===== config.mk =====
export PLATFORM = sky130hd
export DESIGN_NAME = inst_loader
export DESIGN_NICKNAME = d
export VERILOG_FILES = /design/src/rtl/loader_pkg.sv /design/src/rtl/byte_packer.sv /design/src/rtl/inst_loader.sv
export SDC_FILE = /design/constraint.sdc
export NUM_CORES = 1
export LEC_CHECK = 0
export BUFFER_PORTS_ARGS = -buffer_cell sky130_fd_sc_hd__buf_2
export CAP_MARGIN = 20
export CELL_PAD_IN_SITES_DETAIL_PLACEMENT = 0
export CELL_PAD_IN_SITES_GLOBAL_PLACEMENT = 1
export CORE_UTILIZATION = 46
export CTS_BUF_LIST = sky130_fd_sc_hd__clkbuf_16
export CTS_CLUSTER_DIAMETER = 120
export CTS_CLUSTER_SIZE = 8
export DETAILED_ROUTE_END_ITERATION = 10
export GPL_TIMING_DRIVEN = 0
export PLACE_DENSITY_LB_ADDON = 0.05
export SETUP_SLACK_MARGIN = 0.3
export SLEW_MARGIN = 10
export SYNTH_ARGS = -nofsm -noshare
export SYNTH_HDL_FRONTEND = slang
export SYNTH_SLANG_ARGS = --single-unit

===== constraint.sdc =====
create_clock -name i_clk -period 5.6 [get_ports i_clk]
set_input_delay 0.56 -clock i_clk [delete_from_list [all_inputs] [get_ports i_clk]]
set_output_delay 0.56 -clock i_clk [all_outputs]
set_load 0.02 [all_outputs]

===== src/rtl/loader_pkg.sv =====
// Shared types and constants for the instruction-memory loader.
package loader_pkg;

    typedef enum logic [2:0] {
        IDLE,
        LEN_LO,
        LEN_HI,
        DATA,
        DONE,
        ERR
    } state_t;

    localparam int BYTES_PER_WORD = 4;
    localparam int LEN_WIDTH      = 16;

endpackage


===== src/rtl/byte_packer.sv =====
// Packs a byte stream little-endian into words and emits a one-cycle
// word_valid pulse, with the packed word, after the last byte of each word.
module byte_packer
    import loader_pkg::*;
#(
    parameter int DATA_WIDTH = 32
) (
    input  logic                  i_clk,
    input  logic                  i_clear,
    input  logic                  i_valid,
    input  logic [7:0]            i_data,
    output logic                  o_last,
    output logic                  o_word_valid,
    output logic [DATA_WIDTH-1:0] o_word
);

    logic [1:0]            r_cnt;
    logic [DATA_WIDTH-1:0] r_pack;
    logic [DATA_WIDTH-1:0] r_word;
    logic                  r_word_valid;
    logic [DATA_WIDTH-1:0] w_merged;

    // Insert the incoming byte at its lane so the completed word is ready
    // in the same cycle as its final byte.
    always_comb begin
        w_merged = r_pack;
        w_merged[{r_cnt, 3'b000} +: 8] = i_data;
    end

    assign o_last = i_valid && (r_cnt == 2'(BYTES_PER_WORD - 1));

    // Byte counter, pack register and registered word output.
    always_ff @(posedge i_clk) begin
        if (i_clear) begin
            r_cnt        <= '0;
            r_pack       <= '0;
            r_word       <= '0;
            r_word_valid <= 1'b0;
        end else begin
            r_word_valid <= o_last;
            if (i_valid) begin
                r_pack <= w_merged;
                r_cnt  <= r_cnt + 2'd1;
                if (o_last) r_word <= w_merged;
            end
        end
    end

    assign o_word_valid = r_word_valid;
    assign o_word       = r_word;

endmodule


===== src/rtl/inst_loader.sv =====
// Instruction-memory writer: takes LEN (words) then LEN*4 bytes, writes
// packed words from BASE_ADDR upward and releases the CPU reset only once
// the whole program is in memory.
module inst_loader
    import loader_pkg::*;
#(
    parameter int DATA_WIDTH = 32,
    parameter int ADDR_WIDTH = 12,
    parameter int BASE_ADDR  = 0
) (
    input  logic                  i_clk,
    input  logic                  i_rst,
    input  logic                  i_start,
    input  logic                  i_in_valid,
    input  logic [7:0]            i_in_data,
    output logic                  o_in_ready,
    output logic                  o_wr_en,
    output logic [ADDR_WIDTH-1:0] o_wr_addr,
    output logic [DATA_WIDTH-1:0] o_wr_data,
    output logic                  o_cpu_rst,
    output logic                  o_busy,
    output logic                  o_done,
    output logic                  o_err
);

    // Words that fit between BASE_ADDR and the top of the write port.
    localparam logic [31:0] MAX_WORDS = 32'(2 ** (ADDR_WIDTH - 2) - BASE_ADDR / 4);

    state_t                r_state, w_next;
    logic [LEN_WIDTH-1:0]  r_len;
    logic [LEN_WIDTH-1:0]  r_word_idx;
    logic [ADDR_WIDTH-1:0] r_wr_addr;
    logic                  r_cpu_rst;

    logic [LEN_WIDTH-1:0]  w_len;
    logic                  w_start_acc;
    logic                  w_byte_vld;
    logic                  w_last;
    logic                  w_last_word;
    logic                  w_clear;
    logic                  w_word_valid;
    logic [DATA_WIDTH-1:0] w_word;

    // Full length as it stands on the cycle the high byte arrives.
    assign w_len       = {i_in_data, r_len[7:0]};
    // in_ready is always high in DATA, so in_valid alone means a transfer.
    assign w_byte_vld  = i_in_valid && (r_state == DATA);
    assign w_last_word = w_last && (r_word_idx == r_len - LEN_WIDTH'(1));
    assign w_clear     = i_rst || w_start_acc;

    byte_packer #(
        .DATA_WIDTH (DATA_WIDTH)
    ) u_packer (
        .i_clk        (i_clk),
        .i_clear      (w_clear),
        .i_valid      (w_byte_vld),
        .i_data       (i_in_data),
        .o_last       (w_last),
        .o_word_valid (w_word_valid),
        .o_word       (w_word)
    );

    // Session FSM: next state and state-decoded status outputs.
    always_comb begin
        w_next      = r_state;
        w_start_acc = 1'b0;
        o_in_ready  = 1'b0;
        o_busy      = 1'b0;
        o_done      = 1'b0;
        o_err       = 1'b0;
        case (r_state)
            IDLE: begin
                if (i_start) begin
                    w_next      = LEN_LO;
                    w_start_acc = 1'b1;
                end
            end
            LEN_LO: begin
                o_in_ready = 1'b1;
                o_busy     = 1'b1;
                if (i_in_valid) w_next = LEN_HI;
            end
            LEN_HI: begin
                o_in_ready = 1'b1;
                o_busy     = 1'b1;
                if (i_in_valid) begin
                    if (w_len == '0)
                        w_next = DONE;
                    else if ({{(32-LEN_WIDTH){1'b0}}, w_len} > MAX_WORDS)
                        w_next = ERR;
                    else
                        w_next = DATA;
                end
            end
            DATA: begin
                o_in_ready = 1'b1;
                o_busy     = 1'b1;
                if (w_last_word) w_next = DONE;
            end
            DONE: begin
                o_done = 1'b1;
                if (i_start) begin
                    w_next      = LEN_LO;
                    w_start_acc = 1'b1;
                end
            end
            ERR: begin
                o_err = 1'b1;
                if (i_start) begin
                    w_next      = LEN_LO;
                    w_start_acc = 1'b1;
                end
            end
            default: w_next = IDLE;
        endcase
    end

    // State, length latch, word index, write address and CPU reset hold.
    always_ff @(posedge i_clk) begin
        if (i_rst) begin
            r_state    <= IDLE;
            r_len      <= '0;
            r_word_idx <= '0;
            r_wr_addr  <= '0;
            r_cpu_rst  <= 1'b1;
        end else begin
            r_state   <= w_next;
            // Release only after a full cycle in DONE, so the final write
            // has landed before the CPU fetches.
            r_cpu_rst <= !((r_state == DONE) && (w_next == DONE));
            if ((r_state == LEN_LO) && i_in_valid)
                r_len[7:0] <= i_in_data;
            if ((r_state == LEN_HI) && i_in_valid) begin
                r_len[LEN_WIDTH-1:8] <= i_in_data;
                r_word_idx           <= '0;
            end
            if (w_last) begin
                r_wr_addr  <= ADDR_WIDTH'(BASE_ADDR) + {r_word_idx[ADDR_WIDTH-3:0], 2'b00};
                r_word_idx <= r_word_idx + LEN_WIDTH'(1);
            end
        end
    end

    assign o_wr_en   = w_word_valid;
    assign o_wr_addr = r_wr_addr;
    assign o_wr_data = w_word;
    assign o_cpu_rst = r_cpu_rst;

endmodule


==> impl_results.md, run 1 <==
* Row cnt at 37
* Static leakage at 2.07 nW
* Final net count at 684
* Global route overflow at 0
* Post-layout minimum cycle time at approximately 2.8 ns
* DPL Wire Length at roughly 9500 um
* Setup Slack @ Placement at between 2 and 3 ns
* Antenna violations before repair at 0
* Setup slack, reg-to-reg at roughly 2.8 ns
* Synth top cells by count: dfxtp_1, nand2_1, nor2_1
* Vias in the first global route at between 4000 and 5000
* Share of synthesized flip-flops with an asynchronous set or reset at 0%
* Layout cell share with drive strength beyond 1 at around an eighth
* WS Path Type: register to register
* Peak supply drop at between 150 and 200 uV
* Max-slew headroom at a little under two fifths
* Largest net degree at the start of global routing at 18
* Critical Path AT at about 3.1 ns
* Area Growth Syn to Fin at 15.6%
* Reg-to-reg startpoint: r_state[0]$_SDFF_PP0_
* I/O Pins at 62
* Worst hold stages at 2
* Hold endpoint: o_wr_addr[6]$_SDFFE_PP0P_
* WL final at between 10000 and 15000 um
* Top cells by area, synth: dfxtp_1, nand2_1, nor2_1, a21oi_1, a221oi_1
* Post-cts resize count at 0
* DR iter-0 viols at ~210
* Reg2reg end: r_word_idx[15]$_SDFFE_PP0P_
* Clock transition at path regs at ~0.070 ns
* Final Instance Area at approximately 5600 um2
* Syn Inst Count at 597
* Sink Count at ~110
* #FFs+latches synth at approximately 110
* Top-area cell type share of the netlist area at 43.5%
* Min-Delay Startpoint: o_wr_addr[6]$_SDFFE_PP0P_
* Seq/Total Area, Yosys at a little over two fifths
* # diodes at 0
* Critical path startpoint category: register
* Final setup TNS at 0 ns
* Port Buf Inserts at 53
* Routed WL per cell at between 15 and 20 um
* First-pass GRT wire length at ~21000 um
* Die height at 105 um
* Fin cells at between 800 and 900
* Core Area at around 10000 um2
* Syn Area/Cell at just over 8 um2
* Distinct cell type count after synthesis at 58
* Initial Util at 47.0%
* Drt via density at roughly 5.6
* Post-cts hold buffer count at 0
* Drt first pass iters at 4
* Period Utilization, post-route at 50.8%
* Root Driver: clkbuf_16
* CTS Buffer Depth at 2
* Final setup margin at ~2.8 ns
* Critical Path RT at roughly 5.8 ns
* Power Density at 278 nW/um2
* Placed insts at just under 800
* Detailed-route via count at ~4500
* Final GP Congestion at approximately 0.83
* Most frequent cell after synthesis: dfxtp_1
* Number of synthesized flops with an enable pin at 0
* Fmax at roughly 350 MHz
* Yosys Warn Count at 0
* HP Class: register to register
* Status: finished clean
* H-tree levels at 3
* # setup viols final at 0
* Top_reg_cell synth: dfxtp_1
* Area of the mapped netlist at between 4000 and 5000 um2
* Die area at ~11000 um2
* Post-CTS Setup Inserts at 0
* CP max FO at 9
* Slew Limit Fails at 0
* Total clock buffers created by CTS at 9
* Antenna Violating Nets Remaining at 0
* CTS tree: built
* Max Cap Viol at 0
* RSZ-0062 raised after global routing: false
* Skew final at roughly 0.009 ns
* Leading area contributor after synthesis: dfxtp_1
* # DRC at 0
* Worst-margin pin slew at between 0.9 and 1 ns
* Dpl cell area at 5290 um2
* Final count of hold timing violations at 0
* Clk Latency, worst-skew pair at approximately 0.35 ns
* Crit path capture type: register
* Tot GR Track Use at 25.2%
* R2r worst-path depth at 7
* Die W at about 100 um
## flip-flops by register name (all words and copies together), names as in the netlist
register	cells
u_packer.o_word	32
u_packer.r_pack	24
r_len	16
r_word_idx	16
o_wr_addr	10
r_state	3
u_packer.r_cnt	2
o_cpu_rst	1
u_packer.o_word_valid	1
## cells by family (layout without fill, tap and decap cells)
family | count (synthesis) | in the layout | share of synthesized area [%]
AO/OA/AOI/OAI | 139 | 139 | 19.8
XOR/XNOR | 16 | 16 | 3.18
other | 1 | 2 | 0.0776
AND/OR/NAND/NOR | 258 | 258 | 25.1
adder cells (fa/ha/maj) | 7 | 7 | 1.81
buffers and inverters | 66 | 138 | 5.41
multiplexers | 5 | 5 | 1.11
flip-flops | 105 | 105 | 43.5
## cell type report
class,count,area [um2]
Tap cell,136,170
Buffer,52,209
Fill cell,1008,4690
Clock inverter,7,70.1
Inverter,14,52.6
Timing Repair Buffer,56,280
Sequential cell,105,2100
Multi-Input combinational cell,427,2480
Clock buffer,9,225
## metal layers
metal	GRT usage, %	part of all wire (%)	vias to the layer above
met5	0	0	-
met4	8.88	1.5	0
met3	3.82	3.9	19
met2	43.9	51	86
met1	31.4	43	2192
li1	-	-	2252
## placed cells by master (no fill, tap or decap), types with 14 or more instances in the layout
cell type / n
clkbuf_1: 46
inv_1: 14
nor2_1: 74
a21oi_1: 50
a22oi_1: 24
nor3_1: 35
dfxtp_1: 105
a221oi_1: 24
buf_2: 58
nand2_1: 87
nand3_1: 17
## how the worst max path moves through the flow
stage | endpoint | depth (start not counted) | startpoint
after CTS | r_state[0]$_SDFF_PP0_ | 9 | r_len[0]$_SDFFE_PP0P_
final | r_word_idx[15]$_SDFFE_PP0P_ | 7 | r_state[0]$_SDFF_PP0_
after detailed placement | r_state[0]$_SDFF_PP0_ | 9 | r_len[0]$_SDFFE_PP0P_
after global routing | r_word_idx[15]$_SDFFE_PP0P_ | 7 | r_state[0]$_SDFF_PP0_
after global placement | u_packer.r_pack[21]$_SDFFE_PP0P_ | 8 | u_packer.r_cnt[0]$_SDFFE_PP0P_
after floorplan | r_state[0]$_SDFF_PP0_ | 9 | r_len[0]$_SDFFE_PP0P_
## stage by stage
stage	utilization [%]	hold slack, ns	total power [W]
2_1_floorplan	-	0.454	0.000888
3_3_place_gp	51.3	0.440	0.000926
3_5_place_dp	51.5	0.448	0.000929
4_1_cts	54.3	0.457	0.00157
5_1_grt	54.4	0.485	0.00161
6_report	54.4	0.453	0.00155
## power breakdown
| group | switching, W | internal, W | total, W | leakage, nW |
|---|---|---|---|---|
| logic | 0.000100 | 0.0000520 | 0.000152 | 1.08 |
| registers | 0.00000681 | 0.000753 | 0.000760 | 0.846 |
| clock network | 0.000295 | 0.000347 | 0.000642 | 0.141 |
| total | 0.000402 | 0.00115 | 0.00155 | 2.07 |
## worst max-delay path, stage by stage (launching register included)
cell	delay [ns]
dfxtp_1	0.32
clkbuf_1	0.30
nand4b_1	0.43
nor3_1	0.88
nand3_1	0.33
o211ai_1	0.27
o31a_1	0.16
nor2_1	0.04
Power figures use the tool's default switching activity.
==> run 2, diff against run 1 <==
- CORE_UTILIZATION: 46 -> 43
- clock period: 5.6 -> 2.85 ns (I/O delays scaled with it)
==> run 2 against run 1 <==
  * Global-route usage down 0.64 points
  * Wire length up 2.6%
  * Non-clock buffer count up 7
  * Combinational power up 120%
  * Critical endpoint is now r_state[0]$_SDFF_PP0_
  * Worst setup slack worse by 2.5 ns
  * Die area up 6.8%
  * Via count down 0.66%
  * Register-to-register slack worse by 2.5 ns
  * Total power up 98%
  * Core utilization down 1.6 points
  * Largest power group unchanged
  * Final area up 2.8%
==> impl_results.md, run 2 (synthesized netlist as in run 1, its figures left out) <==
* Tot GR Track Use at 24.5% (-0.64 points)
* Antenna violations before repair at 0 (unchanged)
* CTS Buffer Depth at 2 (unchanged)
* Total power draw at 0.00308 W (+98%)
* Comb power frac at 10.9% (+1.1 points)
* Clock transition at path regs at 0.07 ns (about the same)
* Max-slew headroom at 39.4% (+1.6 points)
* Post-layout minimum cycle time at 2.56 ns (-0.286 ns)
* Part of the power in registers at 48.5% (-0.4 points)
* Clk pwr share at 40.6% (-0.7 points)
* Area Growth Syn to Fin at 18.8%
* Critical path startpoint category: register
* Most frequent cells in the layout: dfxtp_1, nand2_1, nor2_1
* Static leakage at 2.14 nW (+3.5%)
* Total clock buffers created by CTS at 9 (unchanged)
* Fin cells at 817 (+1.4%)
* Layout cell share with drive strength beyond 1 at 17.0% (+3.9 points)
* Die W at 108 um (+3.4%)
* Most common cell after layout, fill and taps aside: dfxtp_1
* # DRC at 0 (unchanged)
* Worst-margin pin slew at 0.902 ns (-0.0244 ns)
* Antenna Violating Nets Remaining at 0 (unchanged)
* DR iter-0 viols at 230 (+9.0%)
* CP max FO at 4 (-5)
* Drt via density at 5.53 (-2.0%)
* Number of filler cells placed in the layout at 1083 (+7.4%)
* Global route overflow at 0 (unchanged)
* Reg area at 2110 um2 (+0.24%)
* Switch Pwr at 0.000794 W (+98%)
* Critical Path RT at 3.08 ns (-2.75 ns)
* Fmax at 391 MHz (+11%)
* Final Instance Area at 5740 um2 (+2.8%)
* Final net count at 691 (+1.0%)
* Detailed-route via count at 4519 (-0.66%)
* H-tree levels at 3 (unchanged)
* CTS tree: built
* Slew Limit Fails at 0 (unchanged)
* Post-layout util at 52.8% (-1.6 points)
* Hold_ws at 0.383 ns (-0.0693 ns)
* HP Class: input pin to register
* Clk Latency, worst-skew pair at 0.35 ns (about the same)
* Die height at 108 um (+3.4%)
* Pint at 0.00229 W (+98%)
* Placed insts at 792 (+0.38%)
* Final count of hold timing violations at 0 (unchanged)
* RSZ-0062 raised after global routing: true
* Drt first pass iters at 4 (unchanged)
* Critical Path AT at 2.79 ns (-0.29 ns)
* Root Driver: clkbuf_16
* Routed WL per cell at 16.8 um (+1.2%)
* Core Area at 10900 um2 (+5.9%)
* Dpl cell area at 5290 um2 (unchanged)
* Max reg flops at 32 (unchanged)
* Crit path capture type: register
* First-pass GRT wire length at 21800 um (+1.7%)
* DPL Wire Length at 9690 um (+2.2%)
* Die area at 11700 um2 (+6.8%)
* Final GP Congestion at 0.828 (-0.29%)
* Status: finished clean
* WL final at 13700 um (+2.6%)
* Max Cap Viol at 0 (unchanged)
* Sink Count at 105 (unchanged)
* I/O Pins at 62 (unchanged)
* # setup viols final at 0 (unchanged)
* Switching power share of the total at 25.8% (-0.075 points)
* Row cnt at 38 (+2.7%)
* Power Density at 536 nW/um2 (+93%)
* WS Path Type: register to register
* Period Utilization, post-route at 89.8% (+39 points)
* Skew final at 0.00743 ns (-0.00139 ns)
* Post-cts hold buffer count at 0 (unchanged)
* Largest net degree at the start of global routing at 18 (unchanged)
* Port Buf Inserts at 53 (unchanged)
* Initial Util at 44.4% (-2.6 points)
* Peak supply drop at 277 uV (+68%)
* Vias in the first global route at 4117 (-1.7%)
* # diodes at 0 (unchanged)
* Multi-input combinational cell area at 2550 um2 (+2.9%)
run 2: final timing paths:
kind	start	to	slack, ns	depth (start not counted)
max	r_len[0]$_SDFFE_PP0P_	r_state[0]$_SDFF_PP0_	0.29	9
min	i_start	r_state[2]$_SDFF_PP0_	0.38	3
max reg2reg	r_len[0]$_SDFFE_PP0P_	r_state[0]$_SDFF_PP0_	0.29	9
min reg2reg	o_wr_addr[6]$_SDFFE_PP0P_	o_wr_addr[6]$_SDFFE_PP0P_	0.45	2
run 2: layer usage:
metal  share of wire, %  global-route usage (%)
met4               0.93                    8.90
met1                 44                    31.7
met3                3.6                    3.25
met2                 51                    41.7
met5                  0                       0
run 2: area by class of cell:
type | instances | area share (%)
tap | 140 | 3.05
clock buffer | 9 | 3.92
timing repair buffer | 63 | 5.84
sequential | 105 | 36.7
buffer | 52 | 3.90
inverter | 14 | 0.958
multi-input combinational | 427 | 44.4
clock inverter | 7 | 1.22
run 2: per-stage QoR:
stage          worst slack [ns]  TNS (ns)
2_1_floorplan             0.319         0
3_3_place_gp             -0.163     -1.23
3_5_place_dp             0.0125         0
4_1_cts                   0.192         0
5_1_grt                   0.209         0
6_report                  0.290         0
run 2: timing repair:
| action | in CTS | in global routing |
|---|---|---|
| setup endpoints to repair | 38 | 56 |
| buffers inserted | 3 | 5 |
| pin swaps | 8 | 7 |
| endpoints found under the hold margin | 0 | 0 |
| gates resized for setup | 15 | 18 |
run 2: power groups by stage:
stage          clock network (W)  logic [W]  registers (W)
2_1_floorplan                  0   0.000222        0.00152
3_3_place_gp                   0   0.000295        0.00153
3_5_place_dp                   0   0.000302        0.00153
4_1_cts                  0.00129   0.000318        0.00149
5_1_grt                  0.00134   0.000368        0.00149
6_report                 0.00125   0.000335        0.00149
run 2: critical path, cell delays in order, from the launching register on:
cell and delay [ns]:
dfxtp_4 0.37, inv_4 0.06, ha_4 0.11, or3b_4 0.36
buf_6 0.12, or4_4 0.42, a2111oi_4 0.33, o2111ai_2 0.20
nor4b_4 0.33, o22ai_1 0.12
==> run 3, diff against run 2 <==
- CAP_MARGIN: 20 -> unset
- CORE_UTILIZATION: 43 -> 44
- CTS_BUF_LIST: sky130_fd_sc_hd__clkbuf_16 -> sky130_fd_sc_hd__clkbuf_4
==> run 3 against run 2 <==
  * Hold slack worse by 0.16 ns
  * Wire length grew 0.37%
  * Die area fell by 2.2%
  * Critical endpoint unchanged
  * Highest routed layer unchanged
==> impl_results.md, run 3 (synthesized netlist as in run 1, its figures left out) <==
* WL met1 at 5870 um (-4.0%)
* Met3 routed WL at 710 um (+43%)
* CTS tree: built
* Setup Slack @ Placement at 0.0466 ns (+0.0341 ns)
* Setup slack, reg-to-reg at 0.28 ns (about the same)
* Reg2reg end: r_state[0]$_SDFF_PP0_
* I/O Pins at 62 (unchanged)
* DPL Wire Length at 9600 um (-0.87%)
* Global route overflow at 0 (unchanged)
* CTS Buffer Depth at 2 (unchanged)
* Max Cap Viol at 0 (unchanged)
* Row cnt at 37 (-2.6%)
* H-tree levels at 3 (unchanged)
* HP Class: input pin to register
* Clk Latency, worst-skew pair at 0.49 ns (+0.14 ns)
* Status: finished clean
* Final GP Congestion at 0.824 (-0.54%)
* Final setup margin at 0.275 ns (-0.0148 ns)
* Min-Delay Startpoint: i_start
* Final net count at 691 (unchanged)
* Largest net degree at the start of global routing at 18 (unchanged)
* RSZ-0062 raised after global routing: true
* Root Driver: clkbuf_4
* Routed WL per cell at 17.0 um (+0.99%)
* Vias in the first global route at 4361 (+5.9%)
* DR iter-0 viols at 254 (+10%)
* Clock transition at path regs at 0.15 ns (+0.08 ns)
* # setup viols final at 0 (unchanged)
* Total power draw at 0.00263 W (-15%)
* Sink Count at 105 (unchanged)
* Post-layout minimum cycle time at 2.57 ns (+0.0148 ns)
* Most common cell after layout, fill and taps aside: dfxtp_1
* Peak supply drop at 333 uV (+20%)
* Slew Limit Fails at 0 (unchanged)
* Worst-margin pin slew at 1.09 ns (+0.190 ns)
* Initial Util at 46.0% (+1.6 points)
* Port Buf Inserts at 53 (unchanged)
* Most frequent cells in the layout: dfxtp_1, nand2_1, nor2_1
* Max reg flops at 32 (unchanged)
* Highest routed metal layer: met4
* Detailed-route via count at 4584 (+1.4%)
* Worst hold stages at 3 (unchanged)
* Post-cts hold buffer count at 0 (unchanged)
* Total clock buffers created by CTS at 9 (unchanged)
* Skew final at 0.0138 ns (+0.00642 ns)
* Reg-to-reg startpoint: r_len[0]$_SDFFE_PP0P_
* Max-slew headroom at 26.6% (-13 points)
* Drt via density at 5.65 (+2.1%)
* WL final at 13800 um (+0.37%)
* # DRC at 0 (unchanged)
* Tot GR Track Use at 25.1% (+0.58 points)
* First-pass GRT wire length at 21800 um (about the same)
* Critical Path AT at 2.95 ns (+0.16 ns)
* Final count of hold timing violations at 0 (unchanged)
* Area Growth Syn to Fin at 16.0%
* Core Area at 10500 um2 (-3.5%)
* R2r worst-path depth at 8 (-1)
* Crit path capture type: register
* Layout cell share with drive strength beyond 1 at 17.5% (+0.47 points)
* CP max FO at 5 (+1)
* Hold endpoint: r_state[2]$_SDFF_PP0_
* Antenna violations before repair at 0 (unchanged)
* Die W at 107 um (-1.1%)
* Period Utilization, post-route at 90.3% (+0.52 points)
* Static leakage at 2.10 nW (-1.8%)
* WS Path Type: register to register
* Number of filler cells placed in the layout at 1028 (-5.1%)
* Critical path startpoint category: register
* Die area at 11400 um2 (-2.2%)
* Die height at 107 um (-1.1%)
* Antenna Violating Nets Remaining at 0 (unchanged)
* Fmax at 388 MHz (-0.58%)
* # diodes at 0 (unchanged)
* Met2 WL at 7010 um (about the same)
* Drt first pass iters at 5 (+1)
* Critical Path RT at 3.22 ns (+0.14 ns)
* Power Density at 469 nW/um2 (-12%)
==> run 3: per-stage QoR <==
| step | hold slack, ns | setup TNS (ns) | cells | util [%] | cell area [um2] |
|---|---|---|---|---|---|
| 2_1_floorplan | 0.454 | 0 | 598 | - | 4840 |
| 3_3_place_gp | 0.443 | -1.71 | 787 | 50.2 | 5270 |
| 3_5_place_dp | 0.449 | 0 | 787 | 50.2 | 5280 |
| 4_1_cts | 0.173 | 0 | 808 | 52.6 | 5530 |
| 5_1_grt | 0.171 | 0 | 812 | 53.4 | 5610 |
| 6_report | 0.225 | 0 | 812 | 53.4 | 5610 |
==> run 3: worst max-delay path by stage <==
stage | slack, ns | to | start | depth (start not counted)
global placement | -0.22 | u_packer.r_pack[21]$_SDFFE_PP0P_ | u_packer.r_cnt[0]$_SDFFE_PP0P_ | 8
floorplan | 0.32 | r_state[0]$_SDFF_PP0_ | r_len[0]$_SDFFE_PP0P_ | 9
finish | 0.28 | r_state[0]$_SDFF_PP0_ | r_len[0]$_SDFFE_PP0P_ | 8
detailed placement | 0.05 | r_state[0]$_SDFF_PP0_ | r_len[0]$_SDFFE_PP0P_ | 9
global route | 0.17 | u_packer.o_word[1]$_SDFFE_PP0P_ | u_packer.r_cnt[0]$_SDFFE_PP0P_ | 5
CTS | 0.21 | r_state[0]$_SDFF_PP0_ | r_len[0]$_SDFFE_PP0P_ | 9
==> run 3: worst max-delay path: stages (launching register included) <==
cell and delay [ns]:
dfxtp_4 0.38, buf_4 0.14, or4_1 0.54, clkbuf_8 0.17, or4_4 0.51, o311ai_2 0.09, o2111ai_2 0.18, nor4b_4 0.32
o22ai_1 0.14
==> run 3: timing repair <==
item                       CTS  global route
pin swaps                    7             3
setup endpoints to repair   34            56
resized for setup           20            17
setup buffers                6             4
==> run 3: where the power goes <==
part | total, W | internal, W | switching (W)
registers | 0.00149 | 0.00148 | 0.0000131
clock network | 0.000798 | 0.000283 | 0.000516
logic | 0.000337 | 0.000127 | 0.000210
==> run 3: metal layers <==
layer	track usage, %	up-vias
li1	-	2256
met1	30.5	2189
met2	43.6	118
met3	5.53	21
met4	8.51	0
met5	0	-
==> run 3: cell type report <==
class                           instances  area (um2)  area share, %
Buffer                                 52         235           4.20
Clock buffer                           10        75.1           1.34
Clock inverter                          5        65.1           1.16
Inverter                               14        52.6          0.937
Multi-Input combinational cell        427        2550           45.5
Sequential cell                       105        2110           37.6
Tap cell                              136         170           3.04
Timing Repair Buffer                   63         353           6.29
